<file path="config.mk">
export PLATFORM = sky130hd
export DESIGN_NAME = lab2_proc_hazard_ctrl
export DESIGN_NICKNAME = d
export VERILOG_FILES = /design/src/rtl/lab2_proc_hazard_ctrl.sv
export SDC_FILE = /design/constraint.sdc
export NUM_CORES = 1
export LEC_CHECK = 0
export CAP_MARGIN = 20
export CORE_MARGIN = 2
export CORE_UTILIZATION = 48
export CTS_CLUSTER_DIAMETER = 80
export CTS_CLUSTER_SIZE = 24
export DETAILED_ROUTE_END_ITERATION = 7
export PLACE_DENSITY = 0.91
export SYNTH_ARGS = -nofsm -noshare
export SYNTH_HDL_FRONTEND = slang
export SYNTH_SLANG_ARGS = --single-unit
</file>
<file path="constraint.sdc">
create_clock -name clk -period 2.41 [get_ports clk]
set_input_delay 0.482 -clock clk [delete_from_list [all_inputs] [get_ports clk]]
set_output_delay 0.482 -clock clk [all_outputs]
set_load 0.02 [all_outputs]
</file>
<file path="src/rtl/lab2_proc_hazard_ctrl.sv">
// Hazard controller for the F/D/X/M/W pipeline: tracks X/M/W destinations,
// produces the decode stall/issue and operand bypass selects, and the X/M/W stall chain.
module lab2_proc_hazard_ctrl #(
  parameter bit BYPASS_EN = 1'b1,
  parameter int AW        = 5
) (
  input  logic          clk,
  input  logic          reset_n,
  input  logic          val_D,
  input  logic          squash_D,
  input  logic          rs1_en_D,
  input  logic          rs2_en_D,
  input  logic [AW-1:0] rs1_D,
  input  logic [AW-1:0] rs2_D,
  input  logic          wen_D,
  input  logic [AW-1:0] waddr_D,
  input  logic          load_D,
  input  logic          ostall_X,
  input  logic          ostall_M,
  input  logic          ostall_W,
  output logic          stall_D,
  output logic          go_D,
  output logic [1:0]    byp1_sel,
  output logic [1:0]    byp2_sel,
  output logic          stall_X,
  output logic          stall_M,
  output logic          stall_W,
  output logic          val_X,
  output logic          val_M,
  output logic          val_W
);

  logic          val_x_reg, wen_x_reg, load_x_reg;
  logic [AW-1:0] waddr_x_reg;
  logic          val_m_reg, wen_m_reg, load_m_reg;
  logic [AW-1:0] waddr_m_reg;
  logic          val_w_reg, wen_w_reg, load_w_reg;
  logic [AW-1:0] waddr_w_reg;

  logic          eff_x, eff_m, eff_w;
  logic [1:0]    rs_en;
  logic [AW-1:0] rs [2];
  logic [1:0]    hit_x, hit_m, hit_w, haz;
  logic [1:0]    sel [2];
  logic          hazard;

  assign stall_W = ostall_W;
  assign stall_M = ostall_M | stall_W;
  assign stall_X = ostall_X | stall_M;

  // Writes to x0 are architecturally discarded, so they never create a dependence.
  assign eff_x = val_x_reg & wen_x_reg & (waddr_x_reg != '0);
  assign eff_m = val_m_reg & wen_m_reg & (waddr_m_reg != '0);
  assign eff_w = val_w_reg & wen_w_reg & (waddr_w_reg != '0);

  assign rs_en = {rs2_en_D, rs1_en_D};
  assign rs[0] = rs1_D;
  assign rs[1] = rs2_D;

  generate
    for (genvar gi = 0; gi < 2; gi++) begin : g_src
      logic src_live;
      assign src_live  = rs_en[gi] & (rs[gi] != '0);
      assign hit_x[gi] = src_live & eff_x & (waddr_x_reg == rs[gi]);
      assign hit_m[gi] = src_live & eff_m & (waddr_m_reg == rs[gi]);
      assign hit_w[gi] = src_live & eff_w & (waddr_w_reg == rs[gi]);
      // Without bypass paths the RF is the only source, so any in-flight producer stalls.
      assign haz[gi] = BYPASS_EN ? (hit_x[gi] & load_x_reg)
                                 : (hit_x[gi] | hit_m[gi] | hit_w[gi]);
      assign sel[gi] = !BYPASS_EN ? 2'd0 :
                       hit_x[gi]  ? 2'd1 :
                       hit_m[gi]  ? 2'd2 :
                       hit_w[gi]  ? 2'd3 : 2'd0;
    end
  endgenerate

  assign hazard   = |haz;
  assign stall_D  = val_D & (stall_X | hazard);
  assign go_D     = val_D & ~stall_D & ~squash_D;
  assign byp1_sel = val_D ? sel[0] : 2'd0;
  assign byp2_sel = val_D ? sel[1] : 2'd0;

  assign val_X = val_x_reg;
  assign val_M = val_m_reg;
  assign val_W = val_w_reg;

  always_ff @(posedge clk or negedge reset_n) begin
    if (!reset_n) begin
      val_x_reg   <= 1'b0;
      wen_x_reg   <= 1'b0;
      load_x_reg  <= 1'b0;
      waddr_x_reg <= '0;
      val_m_reg   <= 1'b0;
      wen_m_reg   <= 1'b0;
      load_m_reg  <= 1'b0;
      waddr_m_reg <= '0;
      val_w_reg   <= 1'b0;
      wen_w_reg   <= 1'b0;
      load_w_reg  <= 1'b0;
      waddr_w_reg <= '0;
    end else begin
      if (!stall_X) begin
        val_x_reg   <= go_D;
        wen_x_reg   <= wen_D;
        load_x_reg  <= load_D;
        waddr_x_reg <= waddr_D;
      end
      // A stage that advances while its upstream is held receives a bubble.
      if (!stall_M) begin
        val_m_reg   <= val_x_reg & ~stall_X;
        wen_m_reg   <= wen_x_reg;
        load_m_reg  <= load_x_reg;
        waddr_m_reg <= waddr_x_reg;
      end
      if (!stall_W) begin
        val_w_reg   <= val_m_reg & ~stall_M;
        wen_w_reg   <= wen_m_reg;
        load_w_reg  <= load_m_reg;
        waddr_w_reg <= waddr_m_reg;
      end
    end
  end

endmodule
</file>
---- Word-level counts from Yosys, hierarchy flattened ----
Cells that the tools add are included.
Widths: inputs -> output; s select.
operators by class
  equal/unequal tests ..................... 6
  multiplexer cells ....................... 8
  bitwise operators ....................... 34
  reduce and logical (&&, ||, !) cells .... 6
operator list
  operator           number
  $eq 5x5->1         6
  $and 1x1->1        27
  $reduce_bool 5->1  5
  $mux 2             8
  $not 1->1          4
  $or 1x1->1         3
  $reduce_or 2->1    1
storage, ports and cells
  flip-flop bits (word level) ............. 22
  bits of input ports ..................... 26

---- Longest topological paths before layout ----
  word-level depth ........................ 11
  gate-level depth with buffers ........... 7

---- Least setup slack after synthesis ----
Ideal clock, no wire load.
  path type ............................... input port to output port
  start point ............................. in ostall_W
  end point ............................... out go_D
  data arrival time ....................... 1.754 ns
  slack ................................... 0.174 ns
  stages on the path ...................... 6
  buffers on the path ..................... 2
  cells stage by stage .................... clkbuf_1 -> nor2_4 -> inv_2 -> nor2_1 -> clkbuf_1 -> and3_1
between the ends
  cells in the longest elaborated chain, start to end .. 7
RTL lines
  element                   line  RTL
  from (decl)               20    input logic ostall_W,
  $or 1x1->1                48    assign stall_M = ostall_M | stall_W;
  via stall_M               26    output logic stall_M,
  $or 1x1->1                49    assign stall_X = ostall_X | stall_M;
  $or 1x1->1                78    assign stall_D = val_D & (stall_X | hazard);
  $and 1x1->1               78
  $not 1->1                 79    assign go_D = val_D & ~stall_D & ~squash_D;
  $and 1x1->1 (2 in a row)  79
  to (decl)                 22    output logic go_D,
The timed path passes the listed nets, and every way through them passes these cells.

---- Worst setup path in the final report ----
  start point ............................. reg waddr_x_reg[2]
  end point ............................... out go_D
between the ends
  cells in the longest elaborated chain, start to end .. 11
  elaborated cells on any way between the ends .. 16
RTL lines
  element                     line  RTL
  from (decl)                 34    logic [AW-1:0] waddr_x_reg;
  from (signal assigned)      106   waddr_x_reg <= waddr_D;
  $reduce_bool 5->1           52    assign eff_x = val_x_reg & wen_x_reg & (waddr_x_reg != '0);
  $and 1x1->1                 52
  $and 1x1->1 (2 in a row)    64    assign hit_x[gi] = src_live & eff_x & (waddr_x_reg == rs[gi]);
  $and 1x1->1                 68    assign haz[gi] = BYPASS_EN ? (hit_x[gi] & load_x_reg)
  $reduce_or 2->1 *           77    assign hazard = |haz;
  $or 1x1->1 *                78
  $and 1x1->1 *               78
  $not 1->1 *                 79
  $and 1x1->1 * (2 in a row)  79
Every way passes the cells marked *; elsewhere a longest branch is shown, timed or not.

==> impl_results.md <==
- Critical Setup Path Class: reg -> out
- Root Buffer Master: clkbuf_4
- Total GRT Usage: 32.9%
- Number of CTS-inserted buffers: 3
- Setup repair after global routing missed its margin: true
- Pin count of the biggest net entering global routing: 23
- Die Span Y: 58.6 µm
- Main synth FF type: dfrtp_1
- Deepest clock path buffer count: 2
- Cell with the biggest individual delay on the critical path: or4_4
- First-pass iteration count of the detailed router: 8
- Worst Skew: around 0.0076 ns
- Area delta synth->final: 64.5%
- Final setup violation count: 6
- Crit-path leading delay family: simple AND/OR/NAND/NOR gates
- Most used standard cells in the synthesized netlist: nand2_1 (30), xnor2_1 (24), dfrtp_1 (22)
- Transition at the pin with the smallest max-transition slack: 0.313 ns
- Dpl cell area: 0.00210 mm²
- Post-Layout Inst Area: 0.00235 mm²
- Most frequently used cell type in the post-synthesis netlist: nand2_1
- Peak supply drop: around 580 µV
- Avg Vias per Cell: between 5 and 6
- Ant. Diodes: 0
- Share of layout cells above drive strength 1: 43.2%
- Number of max-slew violations in the final report: 0
- Failing checks: DRC, setup timing
- Worst skew pair latency: between 0.3 and 0.4 ns
- Number of violations of the max-capacitance limit: 0
- Required time at the endpoint of the critical path: between 1.5 and 2 ns
- Area fraction of the dominant cell type after synthesis: between 30% and 40%
- Critical-path maximum fanout: 4
- Result of the run: finished, violations left
- IO Count: 38
- Sum of routed wire length over all layers: ~5300 µm
- Top area cells in the synthesized netlist: dfrtp_1 (38%), xnor2_1 (15%), mux2_2 (9.4%), nand2_1 (7.9%), xor2_1 (3.7%)
- Number of hold buffers added after cts: 0
- Via count: approximately 1,600
- Tightest slew margin relative to the limit: 79.0%
- Path class of the lowest-slack min-delay path: in -> async
- Syn nets: between 150 and 200
- Number of synthesized register bits: 22
- Initial detailed-routing violation count: between 80 and 90
- Crit end category: output pin
- Tcrit/Tclk final: 107%
- Worst Setup Start Kind: register
- Initial Utilization: 51.0%
- # DRC: 2
- Wire length of the first global-routing pass: slightly above 8000 µm
- Dominant cell type by area after synthesis: dfrtp_1
- FP Rows: 19
- Largest stage delay on the critical path: 0.56 ns
- Static power due to leakage: about 1.1 nW
- Number of flops mapped to enable cells by yosys: 0
- Count of nets after finishing: ~260
- ANT nets after route: 0
- Register clock-pin slew on the reported worst setup and hold paths: around 0.13 ns
- Layout Cells excl Fill: roughly 270
- Avg Inst Size Synth: roughly 9.7 µm²
- Sequential share of the synthesized area: a little under 40%
- Drt wl/cell: roughly 20 µm
- Core Box Area: between 0.002 and 0.003 mm²
- Number of buffers and inverters on the critical path: 1
- Highest clock frequency the design can meet: between 0.3 and 0.4 GHz
- Instance count of the mapped netlist: approximately 150
- Overall overflow remaining after global route: 0
- Cells along the critical path: or4_4 > o21ai_4 > nor4_2 > o21ai_2 > and3_4 > buf_6
- Die width: just under 60 µm
- Yosys warning count: 0
- Post-route worst setup slack: -0.166 ns
- Arrival time at the worst endpoint: roughly 2.1 ns
- Minimum period implied by the final worst setup slack: between 2 and 3 ns
- Final hold viol count: 0
- RePlAce Congestion: around 0.96
- Total standard cell area after synthesis: approximately 0.0014 mm²
- Share of synthesized registers carrying an async set or reset: 100%
- Via count of the first global-routing pass: approximately 1,700
- Cell total after placement: 250
- Die ar.: 0.00343 mm²
- Power Total: approximately 1.5 mW
- CTS sink cnt: 22
- Half-perimeter wire length after detailed placement: 3420 µm
- Antenna violations before repair: 0
- I/O Buffers: 37
- Power per cell area: 622 mW/mm²
- Number of library cell types mapped by synthesis: 33
- Max H-tree Level: 1
- TritonCTS clock tree: done
- Worst-case hold slack: 0.486 ns
- Setup slack after placement: -0.779 ns
per-layer routing:
| metal | track usage, % | vias up | wire, µm |
|---|---|---|---|
| met5 | 0 | - | 0 |
| met4 | 17.9 | 0 | 354 |
| met3 | 7.03 | 42 | 343 |
| met2 | 56.5 | 91 | 2630 |
| met1 | 38.2 | 752 | 1950 |
| li1 | - | 685 | - |
power by group:
group / internal (mW) / leakage [nW] / switching [mW] / total, mW
clock: 0.168 / 0.0279 / 0.122 / 0.290
sequential: 0.444 / 0.278 / 0.0808 / 0.525
combinational: 0.342 / 0.745 / 0.307 / 0.649
metrics by stage:
stage | setup TNS, ns | util [%]
after detailed placement | -4.51 | 75.0
after global placement | -4.08 | 75.0
after global routing | -1.02 | 83.9
after CTS | -0.403 | 81.9
after floorplan | 0 | -
final | -0.675 | 83.9
cells by family (layout without fill, tap and decap cells):
group,Yosys count,in the layout,synth area share [%]
mux,12,12,9.44
simple gates,63,63,22.4
compound gates,16,16,9.79
flops,22,22,38.5
buf+inv,5,91,1.57
xor+xnor,30,30,18.4
final timing paths:
path / start / to / depth (start not counted) / slack, ns
worst min register to register: wen_w_reg$_DFFE_PN0N_ / wen_w_reg$_DFFE_PN0N_ / 1 / 0.52
worst max register to register: waddr_x_reg[2]$_DFFE_PN0N_ / val_X$_DFFE_PN0N_ / 7 / 0.55
min in group clk: wen_w_reg$_DFFE_PN0N_ / wen_w_reg$_DFFE_PN0N_ / 1 / 0.52
worst max-delay path: waddr_x_reg[2]$_DFFE_PN0N_ / go_D / 6 / -0.17
worst min-delay path: reset_n / wen_x_reg$_DFFE_PN0N_ / 2 / 0.49
max in group asynchronous: reset_n / waddr_w_reg[2]$_DFFE_PN0N_ / 2 / 1.69
final cells by class:
cell class	count	area, µm²
clock buffer	3	22.5
clock inverter	1	30.0
fill	152	450
inverter	2	7.51
multi-input combinational	121	993
sequential	22	551
tap	31	38.8
timing repair buffer	85	712
cells in the final DEF, fill, tap and decap left out, drive strengths merged, types with 2 or more instances in the layout:
master and instances:
clkdlybuf4s50 20, nor4 4, a21boi 3, nor3 6, and2 2, o211ai 2, xor2 6, clkbuf 3
buf 56, o31ai 2, nand2 30, dlygate4sd2 8, o211a 2, inv 2, or4 5, nand3 6
mux2 12, xnor2 24, o21ai 4, nor2 5, dfrtp 22
timing repair:
item | in CTS | in global routing
pin swaps | 21 | 6
setup endpoints to repair | 7 | 7
resized for setup | 67 | 9
gates cloned | 0 | 0
setup buffers | 10 | 1
(Power assumes the default switching activity.)
